### config.mk
export PLATFORM = sky130hd
export DESIGN_NAME = ex_operand_stage
export DESIGN_NICKNAME = d
export VERILOG_FILES = /design/src/rtl/ex_operand_stage.sv
export SDC_FILE = /design/constraint.sdc
export NUM_CORES = 1
export LEC_CHECK = 0
export BUFFER_PORTS_ARGS = -buffer_cell sky130_fd_sc_hd__buf_2
export CAP_MARGIN = 20
export CELL_PAD_IN_SITES_DETAIL_PLACEMENT = 0
export CELL_PAD_IN_SITES_GLOBAL_PLACEMENT = 1
export CORE_MARGIN = 3
export CORE_UTILIZATION = 42
export DETAILED_ROUTE_END_ITERATION = 16
export PLACE_DENSITY_LB_ADDON = 0.05
export RECOVER_POWER = 100
export SLEW_MARGIN = 20
export SYNTH_ARGS = -nofsm -noshare
export SYNTH_HDL_FRONTEND = slang
export SYNTH_SLANG_ARGS = --single-unit
### constraint.sdc
create_clock -name clk -period 2.56 [get_ports clk]
set_clock_uncertainty 0.1 [all_clocks]
set_input_delay 0.128 -clock clk [delete_from_list [all_inputs] [get_ports clk]]
set_output_delay 0.128 -clock clk [all_outputs]
set_load 0.02 [all_outputs]
### src/rtl/ex_operand_stage.sv
// ex_operand_stage: decode/execute pipeline register in front of the ALU.
// Latency: one cycle. Inputs sampled at edge N appear on the outputs after edge N.
// Backpressure: stall holds every output register; flush (or reset) loads a bubble.
//
// Builds the ARM data-processing operand2 (barrel shifter and shifter carry-out)
// and registers the ALU-facing fields of the captured instruction.
//
// Optional feature macro: REG_SHIFT_EN
//   defined   - register-specified shifts (amount from rs_data[7:0]) are executed.
//   undefined - register-shift encodings are flagged illegal and rs_data is ignored.
//
// Ports:
//   clk, reset          clock (rising edge), synchronous active-high reset
//   in_valid            inst and operands are valid this cycle
//   stall, flush        hold all outputs / replace contents with a bubble
//   inst                instruction word
//   rn_data, rm_data    register-file read data for Rn and Rm
//   rs_data             register-file read data for Rs (shift amount)
//   c_in                current CPSR C flag
//   valid               stage holds a real instruction
//   instruction_codes   inst[27:25]
//   opcode              inst[24:21]
//   cond                inst[31:28], NOP_COND on a bubble
//   s_bit               inst[20], 0 on a bubble
//   a                   Rn operand
//   b                   shifted operand2
//   shift_carry         shifter carry-out
//   rd                  inst[15:12]
//   illegal             unsupported encoding captured

module ex_operand_stage #(
  // Only 32 is supported; the shifter arithmetic below is written for 32 bits.
  parameter int         DATA_W   = 32,
  parameter logic [3:0] NOP_COND = 4'b1111
) (
  input  logic              clk,
  input  logic              reset,
  input  logic              in_valid,
  input  logic              stall,
  input  logic              flush,
  input  logic [31:0]       inst,
  input  logic [DATA_W-1:0] rn_data,
  input  logic [DATA_W-1:0] rm_data,
  input  logic [DATA_W-1:0] rs_data,
  input  logic              c_in,
  output logic              valid,
  output logic [2:0]        instruction_codes,
  output logic [3:0]        opcode,
  output logic [3:0]        cond,
  output logic              s_bit,
  output logic [DATA_W-1:0] a,
  output logic [DATA_W-1:0] b,
  output logic              shift_carry,
  output logic [3:0]        rd,
  output logic              illegal
);

  localparam logic [1:0] SH_LSL = 2'b00;
  localparam logic [1:0] SH_LSR = 2'b01;
  localparam logic [1:0] SH_ASR = 2'b10;
  localparam logic [1:0] SH_ROR = 2'b11;

  // Rn index is resolved by the register file upstream; rs_data is only
  // partly consumed (or not at all without register shifts).
  logic unused_bits;
  assign unused_bits = ^{inst[19:16], rs_data};

  // Rotated 8-bit immediate. Returns {carry, value}.
  function automatic logic [32:0] rot_imm(input logic [11:0] f, input logic cin);
    logic [63:0] d;
    logic [31:0] r;
    d = {24'b0, f[7:0], 24'b0, f[7:0]} >> {f[11:8], 1'b0};
    r = d[31:0];
    // A zero rotation leaves the carry flag untouched.
    rot_imm = {((f[11:8] == 4'd0) ? cin : r[31]), r};
  endfunction

  // Shift by a nonzero amount 1..31. Returns {carry, value}.
  // The extra guard bit on each side catches the last bit shifted out.
  function automatic logic [32:0] shift_1_31(input logic [31:0] rm, input logic [1:0] ty,
                                             input logic [4:0] amt);
    logic [32:0] t;
    logic [63:0] d;
    t = '0;
    d = '0;
    case (ty)
      SH_LSL: begin
        t = {1'b0, rm} << amt;
        shift_1_31 = t;
      end
      SH_LSR: begin
        t = {rm, 1'b0} >> amt;
        shift_1_31 = {t[0], t[32:1]};
      end
      SH_ASR: begin
        t = 33'($signed({rm, 1'b0}) >>> amt);
        shift_1_31 = {t[0], t[32:1]};
      end
      default: begin
        d = {rm, rm} >> amt;
        // Last bit rotated out lands in bit 31.
        shift_1_31 = {d[31], d[31:0]};
      end
    endcase
  endfunction

  // Immediate-amount shift. A zero amount encodes LSL #0, LSR #32, ASR #32, RRX.
  function automatic logic [32:0] shift_by_imm(input logic [31:0] rm, input logic [1:0] ty,
                                               input logic [4:0] amt, input logic cin);
    if (amt != 5'd0) begin
      shift_by_imm = shift_1_31(rm, ty, amt);
    end else begin
      case (ty)
        SH_LSL:  shift_by_imm = {cin, rm};
        SH_LSR:  shift_by_imm = {rm[31], 32'b0};
        SH_ASR:  shift_by_imm = {rm[31], {32{rm[31]}}};
        default: shift_by_imm = {rm[0], cin, rm[31:1]};
      endcase
    end
  endfunction

`ifdef REG_SHIFT_EN
  // Register-amount shift, amount taken from Rs[7:0] (0..255).
  function automatic logic [32:0] shift_by_reg(input logic [31:0] rm, input logic [1:0] ty,
                                               input logic [7:0] amt, input logic cin);
    shift_by_reg = {cin, rm};
    if (amt != 8'd0) begin
      case (ty)
        SH_LSL: begin
          if (amt < 8'd32)       shift_by_reg = shift_1_31(rm, ty, amt[4:0]);
          else if (amt == 8'd32) shift_by_reg = {rm[0], 32'b0};
          else                   shift_by_reg = 33'b0;
        end
        SH_LSR: begin
          if (amt < 8'd32)       shift_by_reg = shift_1_31(rm, ty, amt[4:0]);
          else if (amt == 8'd32) shift_by_reg = {rm[31], 32'b0};
          else                   shift_by_reg = 33'b0;
        end
        SH_ASR: begin
          if (amt < 8'd32) shift_by_reg = shift_1_31(rm, ty, amt[4:0]);
          else             shift_by_reg = {rm[31], {32{rm[31]}}};
        end
        default: begin
          // Rotation by a nonzero multiple of 32 returns rm with carry = bit 31.
          if (amt[4:0] == 5'd0) shift_by_reg = {rm[31], rm};
          else                  shift_by_reg = shift_1_31(rm, ty, amt[4:0]);
        end
      endcase
    end
  endfunction
`endif

  // Operand2 next-state. Fallback (illegal encodings) passes rm and c_in.
  logic [31:0] b_nxt;
  logic        carry_nxt;
  logic        illegal_nxt;

  always_comb begin
    b_nxt       = rm_data;
    carry_nxt   = c_in;
    illegal_nxt = 1'b0;
    if (inst[25]) begin
      {carry_nxt, b_nxt} = rot_imm(inst[11:0], c_in);
    end else if (!inst[4]) begin
      {carry_nxt, b_nxt} = shift_by_imm(rm_data, inst[6:5], inst[11:7], c_in);
    end else if (inst[7]) begin
      // Multiply / extra load-store space is not handled by this stage.
      illegal_nxt = 1'b1;
    end else begin
`ifdef REG_SHIFT_EN
      {carry_nxt, b_nxt} = shift_by_reg(rm_data, inst[6:5], rs_data[7:0], c_in);
`else
      illegal_nxt = 1'b1;
`endif
    end
  end

  // A bubble is loaded on reset, flush (even when stalled) and on an
  // unstalled cycle with no valid input; stall alone holds everything.
  logic load_bubble;
  assign load_bubble = reset || flush || (!stall && !in_valid);

  always_ff @(posedge clk) begin
    if (load_bubble) begin
      valid             <= 1'b0;
      instruction_codes <= 3'b000;
      opcode            <= 4'b0000;
      cond              <= NOP_COND;
      s_bit             <= 1'b0;
      a                 <= '0;
      b                 <= '0;
      shift_carry       <= 1'b0;
      rd                <= 4'b0000;
      illegal           <= 1'b0;
    end else if (!stall) begin
      valid             <= 1'b1;
      instruction_codes <= inst[27:25];
      opcode            <= inst[24:21];
      cond              <= inst[31:28];
      s_bit             <= inst[20];
      a                 <= rn_data;
      b                 <= b_nxt;
      shift_carry       <= carry_nxt;
      rd                <= inst[15:12];
      illegal           <= illegal_nxt;
    end
  end

endmodule

## After elaboration in Yosys (flattened, before gate mapping)

Index checks and enable logic that the tools add are counted.

| storage, ports and cells | value |
|---|---|
| register bits | 83 |
| bits in latches | 0 |
| bits in writable memories | 0 |
| memory bits (read-only) | 0 |
| word-level logic and storage cells | 35 |
| memories kept | 0 |

| cells by class | value |
|---|---|
| add/sub/neg operators | 0 |
| $mul | 0 |
| divide/modulo/power cells | 0 |
| $lt $le $gt $ge | 0 |
| equal/unequal tests | 2 |
| shifts and indexed selects | 5 |
| muxes and demuxes | 10 |
| bitwise logic cells | 0 |
| reduce and logical (&&, ||, !) cells | 8 |

Operators by type and width:

| operator | number |
|---|---|
| 33-bit case mux with 3 select lines | 2 |
| 32-bit 2-to-1 mux | 2 |
| 64-bit by 5-bit right shift with 32-bit output | 1 |
| 40-bit by 5-bit right shift with 32-bit output | 1 |
| 33-bit 2-to-1 mux | 1 |
| 32-bit by 5-bit << shifter with 33-bit output | 1 |
| 33-bit by 5-bit right shift with 33-bit output | 1 |
| 33-bit by 5-bit >>> shifter with 33-bit output | 1 |
| 1-bit 2-to-1 mux | 5 |
| 5-bit nonzero test | 1 |
| 4-bit logical NOT | 1 |
| 2-bit by 1-bit equality test with 1-bit output (second input constant) | 1 |
| 2-bit equality test (second input constant) | 1 |
| 1-bit logical NOT | 2 |
| 2-bit logical NOT | 1 |
| 1-bit logical OR | 2 |
| 1-bit logical AND | 1 |

## Logic depth before layout (Yosys ltp)

Gate-level depths: netlist (run 1).

| logic depth | value |
|---|---|
| depth after elaboration | 5 |
| gate-level depth with buffers | 12 |
| mapped depth without buffers | 7 |

## Worst setup path after synthesis (run 1)

Ideal clock, no wire load.

| path | value |
|---|---|
| path kind | input -> register |
| from | in inst[7] |
| to | reg b[27] |
| arrival | 2.019 ns |
| required time | 2.332 ns |
| slack | 0.313 ns |
| stages on the path | 6 |
| path buffers | 2 |
| cells stage by stage | buf_6 clkbuf_4 mux4_1 mux4_2 a2111oi_2 a31oi_1 |

| on the way | value |
|---|---|
| word-level cells in the longest chain between the ends | 5 |
| elaborated cells between the ends (all ways) | 10 |
| classes of those cells | 5 x shift; 4 x mux; 1 x reduce/logical |

RTL lines:

| element | line | RTL |
|---|---|---|
| start, declared | 41 | `input logic [31:0] inst,` |
| 64-bit by 5-bit right shift with 32-bit output, or another cell as far along | 100 | `d = {rm, rm} >> amt;` |
| 33-bit case mux with 3 select lines | 86 | `case (ty)` |
| 33-bit 2-to-1 mux | 110 | `if (amt != 5'd0) begin` |
| 32-bit 2-to-1 mux | 164 | `end else if (!inst[4]) begin` |
| 32-bit 2-to-1 mux (*) | 162 | `if (inst[25]) begin` |
| end signal, assigned | 202 | `b <= b_nxt;` |
| end, declared | 52 | `output logic [DATA_W-1:0] b,` |

Mark *: on every way between the ends. The rest lies on a longest branch, timed or not.
A chain may end at the register's enable or synchronous reset.

## Final worst setup path (run 1)

| path | value |
|---|---|
| from | in inst[9] |
| to | reg b[5] |

The elaborated chain is that of the path after synthesis.

==> summary.md, run 1 <==
| Metric | Value |
|---|---|
| Run status | finished with violations |
| Violated checks | max-capacitance violations, max-slew violations |
| Maximum number of pins on one net before global-route repair | between 60 and 70 |
| Clk Latency, worst-skew pair | 0.34 ns |
| Leading post-synthesis cells by instance count | 156 x sky130_fd_sc_hd__nand2_1, 141 x sky130_fd_sc_hd__nor2_1, 109 x sky130_fd_sc_hd__mux2i_1 |
| Kind of critical path | in2reg |
| Master cell of the clock root buffer | sky130_fd_sc_hd__clkbuf_16 |
| Num ports | between 200 and 250 |
| Number of design rule violations left after detail routing | 0 |
| Type of the most critical hold path | in2reg |
| Most numerous cell in the Yosys netlist | sky130_fd_sc_hd__nand2_1 |
| PnR Total Power | 5.38 mW |
| Number of slew-limit violations in the final report | 52 |
| Number of detailed-route iterations in the first pass | 8 |
| Proportion of total power due to net switching | 40.0% |
| Switching Power | 2.15 mW |
| Floorplan die area | 0.0268 sq mm |
| TritonCTS clock tree | yes |
| Antenna violation net count after detailed routing | 0 |
| First-pass GRT wire length | between 80 and 90 mm |
| Placement row count | 57 |
| Total overflow reported by the global router | 0 |
| Largest driver fanout on the critical path | 22 |
| Number of synthesized flops with an enable pin | 0 |
| Max-Cap Viols | 1 |
| Worst path arrival time | roughly 2.6 ns |
| Proportion of synthesized flip-flops having asynchronous set or reset | 0% |
| Instance count after placement with tap cells included | between 1500 and 2000 |
| Worst rel slew slack | -8.25% |
| DP HPWL | roughly 43 mm |
| Worst-Margin Slew | roughly 1.6 ns |
| Synth top area share | ~16% |
| CTS Buffer Depth | 2 |
| Count of warnings emitted by yosys | 0 |
| Via count | 13200 |
| Flop pwr share | 25.2% |
| Total power density per cell area | 389 mW/mm^2 |
| CP Data Required Time | ~2.7 ns |
| Slack of the worst reg-to-reg path | 1.29 ns |
| Chip Height | 164 microns |
| Htree depth | 3 |
| Final setup violation count | 0 |
| Post-DR wirelength/cell | 28.9 microns |
| Pint | roughly 3.2 mW |
| Vias in the first global route | 12400 |
| Logic gate share of total power | 48.3% |
| Seq/Total Area, Yosys | 15.9% |
| Initial antenna violation count | 1 |
| Setup repair after global routing missed its margin | no |
| Avg Inst Size Synth | a little over 8 sq um |
| Total Routed Length | 56.8 mm |
| Number of distinct standard cells referenced by the synthesized netlist | 81 |
| Flops & latches, synth | 83 |
| Leak Pwr | around 5.7 nW |
| Post-CTS setup buffers | 0 |
| Starting density of the core | a little over two fifths |
| Count of input and output buffers | 180 |
| Cell count after synthesis | 1295 |
| DRT iter0 DRCs | roughly 2100 |
| Hold Vio Cnt, Final | 0 |
| Finished layout cell area | 0.0138 sq mm |
| Total cell area at the placement stage | 0.0132 sq mm |
| Number of clock sinks | 83 |
| Post-Layout Cell Count | between 1500 and 2000 |
| Maximum VDD drop | 0.000394 V |
| Post-synthesis instance area | 0.0104 sq mm |
| Element type at the critical path start | primary input |
| Endpoint type of the worst setup path | register |
| Total number of nets in the final design | 1771 |
| Portion of the clock cycle consumed by the worst path in the final layout | 96.5% |
| Primary FF master, synth | sky130_fd_sc_hd__dfxtp_1 |
| Clock network fraction of design power | 26.5% |
| RD Place Congestion | 1.07 |
| Yosys top cell by area | sky130_fd_sc_hd__dfxtp_1 |
| Synthesis-to-layout area growth | 32.4% |
| Highest Clock Rate | 0.405 GHz |
| Via-to-Cell Ratio | 6.70 |
| Number of nets in the synthesized netlist | 1429 |
| Fraction of layout cells with a size suffix above 1 | a little under a third |
| Worst-path clk slew | 0.07 ns |
| Total clock buffers created by CTS | 9 |
| GRT Util Overall | 41.7% |
| Chip width | roughly 160 microns |
| Leading post-synthesis cells by cell area | sky130_fd_sc_hd__dfxtp_1 16%, sky130_fd_sc_hd__mux4_2 15%, sky130_fd_sc_hd__mux2i_1 10% |
| Clock period minus worst slack | 2.47 ns |
| Core Region | 0.0244 sq mm |
[state kept, by name (all words and copies together), names as in the netlist]
name and count:
cond 4, b 32, illegal 1, opcode 4, s_bit 1, a 32, shift_carry 1, rd 4
valid 1, instruction_codes 3
[layer usage]
metal	global-route usage, %	vias to the layer above	routed length (microns)
li1	-	5656	-
met1	56.1	6295	21400
met2	63.3	1014	24800
met3	10.5	221	7300
met4	18.3	0	3360
met5	0	-	0
[worst max-delay path, cell delays in order]
cell and delay, ns:
sky130_fd_sc_hd__buf_4 0.29, sky130_fd_sc_hd__buf_4 0.30, sky130_fd_sc_hd__clkbuf_2 0.36, sky130_fd_sc_hd__nand2b_1 0.39, sky130_fd_sc_hd__buf_4 0.23, sky130_fd_sc_hd__o22ai_1 0.07
sky130_fd_sc_hd__a22oi_1 0.26, sky130_fd_sc_hd__o211ai_1 0.26, sky130_fd_sc_hd__a32o_1 0.32
[placed cells by master (no fill, tap or decap), types with 14 or more instances in the layout]
| cell type | n |
|---|---|
| sky130_fd_sc_hd__buf_4 | 249 |
| sky130_fd_sc_hd__nand2_1 | 156 |
| sky130_fd_sc_hd__nor2_1 | 140 |
| sky130_fd_sc_hd__mux2i_1 | 110 |
| sky130_fd_sc_hd__buf_2 | 92 |
| sky130_fd_sc_hd__clkbuf_1 | 88 |
| sky130_fd_sc_hd__a21oi_1 | 85 |
| sky130_fd_sc_hd__dfxtp_1 | 83 |
| sky130_fd_sc_hd__mux4_2 | 68 |
| sky130_fd_sc_hd__o21ai_0 | 57 |
| sky130_fd_sc_hd__dlygate4sd3_1 | 47 |
| sky130_fd_sc_hd__mux2_2 | 30 |
| sky130_fd_sc_hd__o22ai_1 | 28 |
| sky130_fd_sc_hd__nand3_1 | 24 |
| sky130_fd_sc_hd__o211ai_1 | 23 |
| sky130_fd_sc_hd__a22oi_1 | 23 |
| sky130_fd_sc_hd__a31oi_1 | 19 |
| sky130_fd_sc_hd__nor3_1 | 17 |
| sky130_fd_sc_hd__a211oi_1 | 17 |
| sky130_fd_sc_hd__o221ai_1 | 16 |
| sky130_fd_sc_hd__a221oi_1 | 14 |
| sky130_fd_sc_hd__a221o_1 | 14 |
| sky130_fd_sc_hd__buf_12 | 14 |
[path summary, 6_finish.rpt]
check                           from              endpoint  cells after the start
setup / recovery             inst[9]     b[5]$_SDFFE_PP0N_                      9
hold / removal                 stall  cond[0]$_SDFFE_PP1N_                      3
setup reg to reg  b[19]$_SDFFE_PP0N_    b[19]$_SDFFE_PP0N_                      3
hold reg to reg   valid$_SDFFE_PP0N_    valid$_SDFFE_PP0N_                      1
[cell families after synthesis]
group           Yosys count  share of synthesized area (%)
compound gates          400                           26.3
fa+ha+maj                 1                         0.0959
mux                     229                           32.6
flops                    83                           15.9
simple gates            408                           17.2
buf+inv                 174                           7.90
[through the flow]
step                hold slack [ns]  setup TNS [ns]  utilization [%]  setup slack (ns)
finish                        0.149               0             56.7            0.0888
global route                  0.152               0             56.7            0.0198
CTS                           0.122               0             57.2            0.0827
detailed placement            0.247           -2.51             54.0            -0.280
global placement              0.239           -2.10             54.0            -0.273
floorplan                     0.153               0                -             0.313
[what timing repair did]
action	in CTS	in global routing
endpoints found under the setup margin	0	4
hold buffers	47	0
endpoints found under the hold margin	47	0
resized for setup	0	3
[area by class of cell]
class	count	area [sq um]
Fill cell	2396	10600
Multi-Input combinational cell	1038	7970
Timing Repair Buffer	494	3430
Sequential cell	83	1660
Tap cell	324	405
Clock buffer	10	239
Clock inverter	6	71.3
Inverter	11	41.3
Antenna cell	1	2.50
[power by group through the flow]
stage	sequential, mW	clock (mW)	combinational, mW
global route	1.36	1.48	2.71
detailed placement	1.38	0	2.46
CTS	1.35	1.44	2.52
global placement	1.38	0	2.45
floorplan	1.43	0	1.30
finish	1.35	1.42	2.60
(Power assumes the default switching activity.)
==> run 2: changes to the inputs <==
- CELL_PAD_IN_SITES_DETAIL_PLACEMENT: 0 -> 2
- CELL_PAD_IN_SITES_GLOBAL_PLACEMENT: 1 -> 2
- CORE_UTILIZATION: 42 -> 33
==> summary.md, run 2 (synthesized netlist as in run 1, its figures left out) <==
| Metric | Value |
|---|---|
| Number of buffer and inverter stages on the critical path | 3 (-1) |
| DP HPWL | 50.8 mm (+18%) |
| Final setup violation count | 0 (unchanged) |
| Logic gate share of total power | 50.4% (+2.1 points) |
| Run status | finished, final reports clean |
| Worst path arrival time | 2.65 ns (+0.03 ns) |
| First-pass GRT wire length | 101 mm (+21%) |
| Leading registers by flop count | a x32, b x32 |
| Via count | 13500 (+2.3%) |
| DRT iter0 DRCs | 1553 (-27%) |
| Total power density per cell area | 396 mW/mm^2 (+1.6%) |
| Area of the multi-input gates | 0.00798 sq mm (about the same) |
| Layout fillers | 3514 (+47%) |
| Starting density of the core | 33.8% (-9.0 points) |
| Synthesis-to-layout area growth | 32.6% |
| Number of detailed-route iterations in the first pass | 6 (-2) |
| Type of the most critical hold path | in2reg |
| Largest driver fanout on the critical path | 22 (unchanged) |
| Vias in the first global route | 14300 (+16%) |
| GRT met1 Usage | 50.2% (-5.9 points) |
| Post-Layout Cell Count | 2023 (+2.8%) |
| Antenna cells | 0 (-1) |
| Endpoint type of the worst setup path | register |
| Leading cell type in the layout, fill and taps excluded | sky130_fd_sc_hd__buf_4 |
| Post-DR wirelength/cell | 34.2 microns (+18%) |
| Floorplan die area | 0.0338 sq mm (+26%) |
| Pint | 3.13 mW (-2.9%) |
| Count of input and output buffers | 180 (unchanged) |
| Register cell area after layout | 0.00166 sq mm (unchanged) |
| Cell-by-cell listing of the critical path | buf_6 -> buf_4 -> mux4_2 -> buf_4 -> mux2i_2 -> nand2_1 -> o21ai_0 -> o2111ai_1 -> o2111ai_1 -> o21ai_1 |
| Total cell area at the placement stage | 0.0132 sq mm (+0.42%) |
| Core Region | 0.0309 sq mm (+27%) |
| Highest Clock Rate | 0.398 GHz (-1.8%) |
| Chip Height | 184 microns (+12%) |
| Setup repair after global routing missed its margin | no |
| Number of slew-limit violations in the final report | 0 (-100%) |
| Kind of critical path | in2reg |
| Clk Latency, worst-skew pair | 0.37 ns (+0.03 ns) |
| Total overflow reported by the global router | 0 (unchanged) |
| Worst-Margin Slew | 1.12 ns (-0.499 ns) |
| Worst path slowest cell | sky130_fd_sc_hd__mux4_2 |
| Clock period minus worst slack | 2.52 ns (+0.0445 ns) |
| Placement row count | 64 (+12%) |
| Fraction of layout cells with a size suffix above 1 | 29.7% (-0.34 points) |
| Longest individual stage delay on the worst path | 0.57 ns (+0.18 ns) |
| Post-CTS setup buffers | 0 (unchanged) |
| Commonest cells after routing, fill and taps aside | 227 x sky130_fd_sc_hd__buf_4, 156 x sky130_fd_sc_hd__nand2_1, 139 x sky130_fd_sc_hd__nor2_1 |
| Setup tns final | 0 ns (unchanged) |
| Portion of the clock cycle consumed by the worst path in the final layout | 98.3% (+1.7 points) |
| Finished layout cell area | 0.0138 sq mm (+0.17%) |
| Element type at the critical path start | primary input |
| Most congested layer reported by global routing | met2 |
| CTS Buffer Depth | 2 (unchanged) |
| RD Place Congestion | 1.00 (-5.8%) |
| GR Layer Usage met3 | 10.8% (+0.35 points) |
| Total clock buffers created by CTS | 9 (unchanged) |
| Worst rel slew slack | 25.0% (+33 points) |
| Proportion of total power due to net switching | 42.8% (+2.8 points) |
| Top cell family by delay on the critical path | multiplexers |
| CP Data Required Time | 2.70 ns (about the same) |
| Hold Vio Cnt, Final | 0 (unchanged) |
| GRT Util Overall | 40.3% (-1.4 points) |
| Worst-path clk slew | 0.07 ns (about the same) |
| PnR Total Power | 5.48 mW (+1.8%) |
| Number of design rule violations left after detail routing | 0 (unchanged) |
| Number of clock sinks | 83 (unchanged) |
| Chip width | 184 microns (+12%) |
| Maximum number of pins on one net before global-route repair | 62 (-4.6%) |
| Clock network fraction of design power | 24.8% (-1.7 points) |
| Instance count after placement with tap cells included | 1960 (+3.0%) |
| TritonCTS clock tree | yes |
| Leak Pwr | 5.60 nW (-0.99%) |
| Share of the core filled with cells | 44.8% (-12 points) |
| Max-Cap Viols | 0 (-1) |
| Initial antenna violation count | 3 (+2) |
| Num ports | 217 (unchanged) |
| Master cell of the clock root buffer | sky130_fd_sc_hd__clkbuf_16 |
| Htree depth | 3 (unchanged) |
| Total number of nets in the final design | 1756 (-0.85%) |
| Antenna violation net count after detailed routing | 0 (unchanged) |
| Flop pwr share | 24.8% (-0.4 points) |
| Total Routed Length | 69.2 mm (+22%) |
| Via-to-Cell Ratio | 6.67 (-0.56%) |
| Maximum VDD drop | 0.000310 V (-21%) |
| Met2 track demand over resource in global routing | 65.4% (+2.1 points) |
| Switching Power | 2.34 mW (+8.8%) |
run 2: stage by stage:
step / setup WS [ns] / hold slack (ns)
finish: 0.0444 / 0.0699
global route: 0.000156 / 0.0872
CTS: 0.00697 / 0.0619
detailed placement: -0.377 / 0.246
global placement: -0.350 / 0.241
floorplan: 0.313 / 0.153
run 2: worst register-to-register path: stages (launching register included):
cell and delay (ns):
sky130_fd_sc_hd__dfxtp_1 0.35, sky130_fd_sc_hd__nor2_1 0.08, sky130_fd_sc_hd__or4_1 0.52, sky130_fd_sc_hd__o32ai_1 0.16
run 2: area by class of cell:
class                   count  area share (%)
repair buffers            479            24.4
well taps                 396            3.58
multi-input cells        1038            57.6
clock buffers              10            1.73
flip-flops and latches     83            12.0
clock inverters             6           0.343
inverters                  11           0.298
run 2: final timing paths:
path | start | to | slack [ns] | cells past startpoint
worst min-delay path | inst[4] | b[3]$_SDFFE_PP0N_ | 0.07 | 3
worst max register to register | b[19]$_SDFFE_PP0N_ | b[19]$_SDFFE_PP0N_ | 1.23 | 3
worst max-delay path | inst[7] | b[10]$_SDFFE_PP0N_ | 0.04 | 10
worst min register to register | instruction_codes[0]$_SDFFE_PP0N_ | instruction_codes[0]$_SDFFE_PP0N_ | 0.37 | 2
run 2: repair_timing:
action                     CTS  global route
hold endpoints to repair    47             0
setup endpoints to repair    0             3
gates resized for setup      0             2
hold buffers                47             0
run 2: power by group through the flow:
stage	Clock [mW]	Sequential, mW	Combinational (mW)
3_5_place_dp	0	1.38	2.59
5_1_grt	1.43	1.36	2.87
3_3_place_gp	0	1.38	2.53
6_report	1.36	1.36	2.76
2_1_floorplan	0	1.43	1.30
4_1_cts	1.37	1.35	2.66
run 2: layer usage:
| layer | vias to the layer above | wire (microns) |
|---|---|---|
| met5 | - | 26 |
| met4 | 4 | 3760 |
| met3 | 204 | 6790 |
| li1 | 5621 | - |
| met2 | 796 | 32000 |
| met1 | 6861 | 26600 |
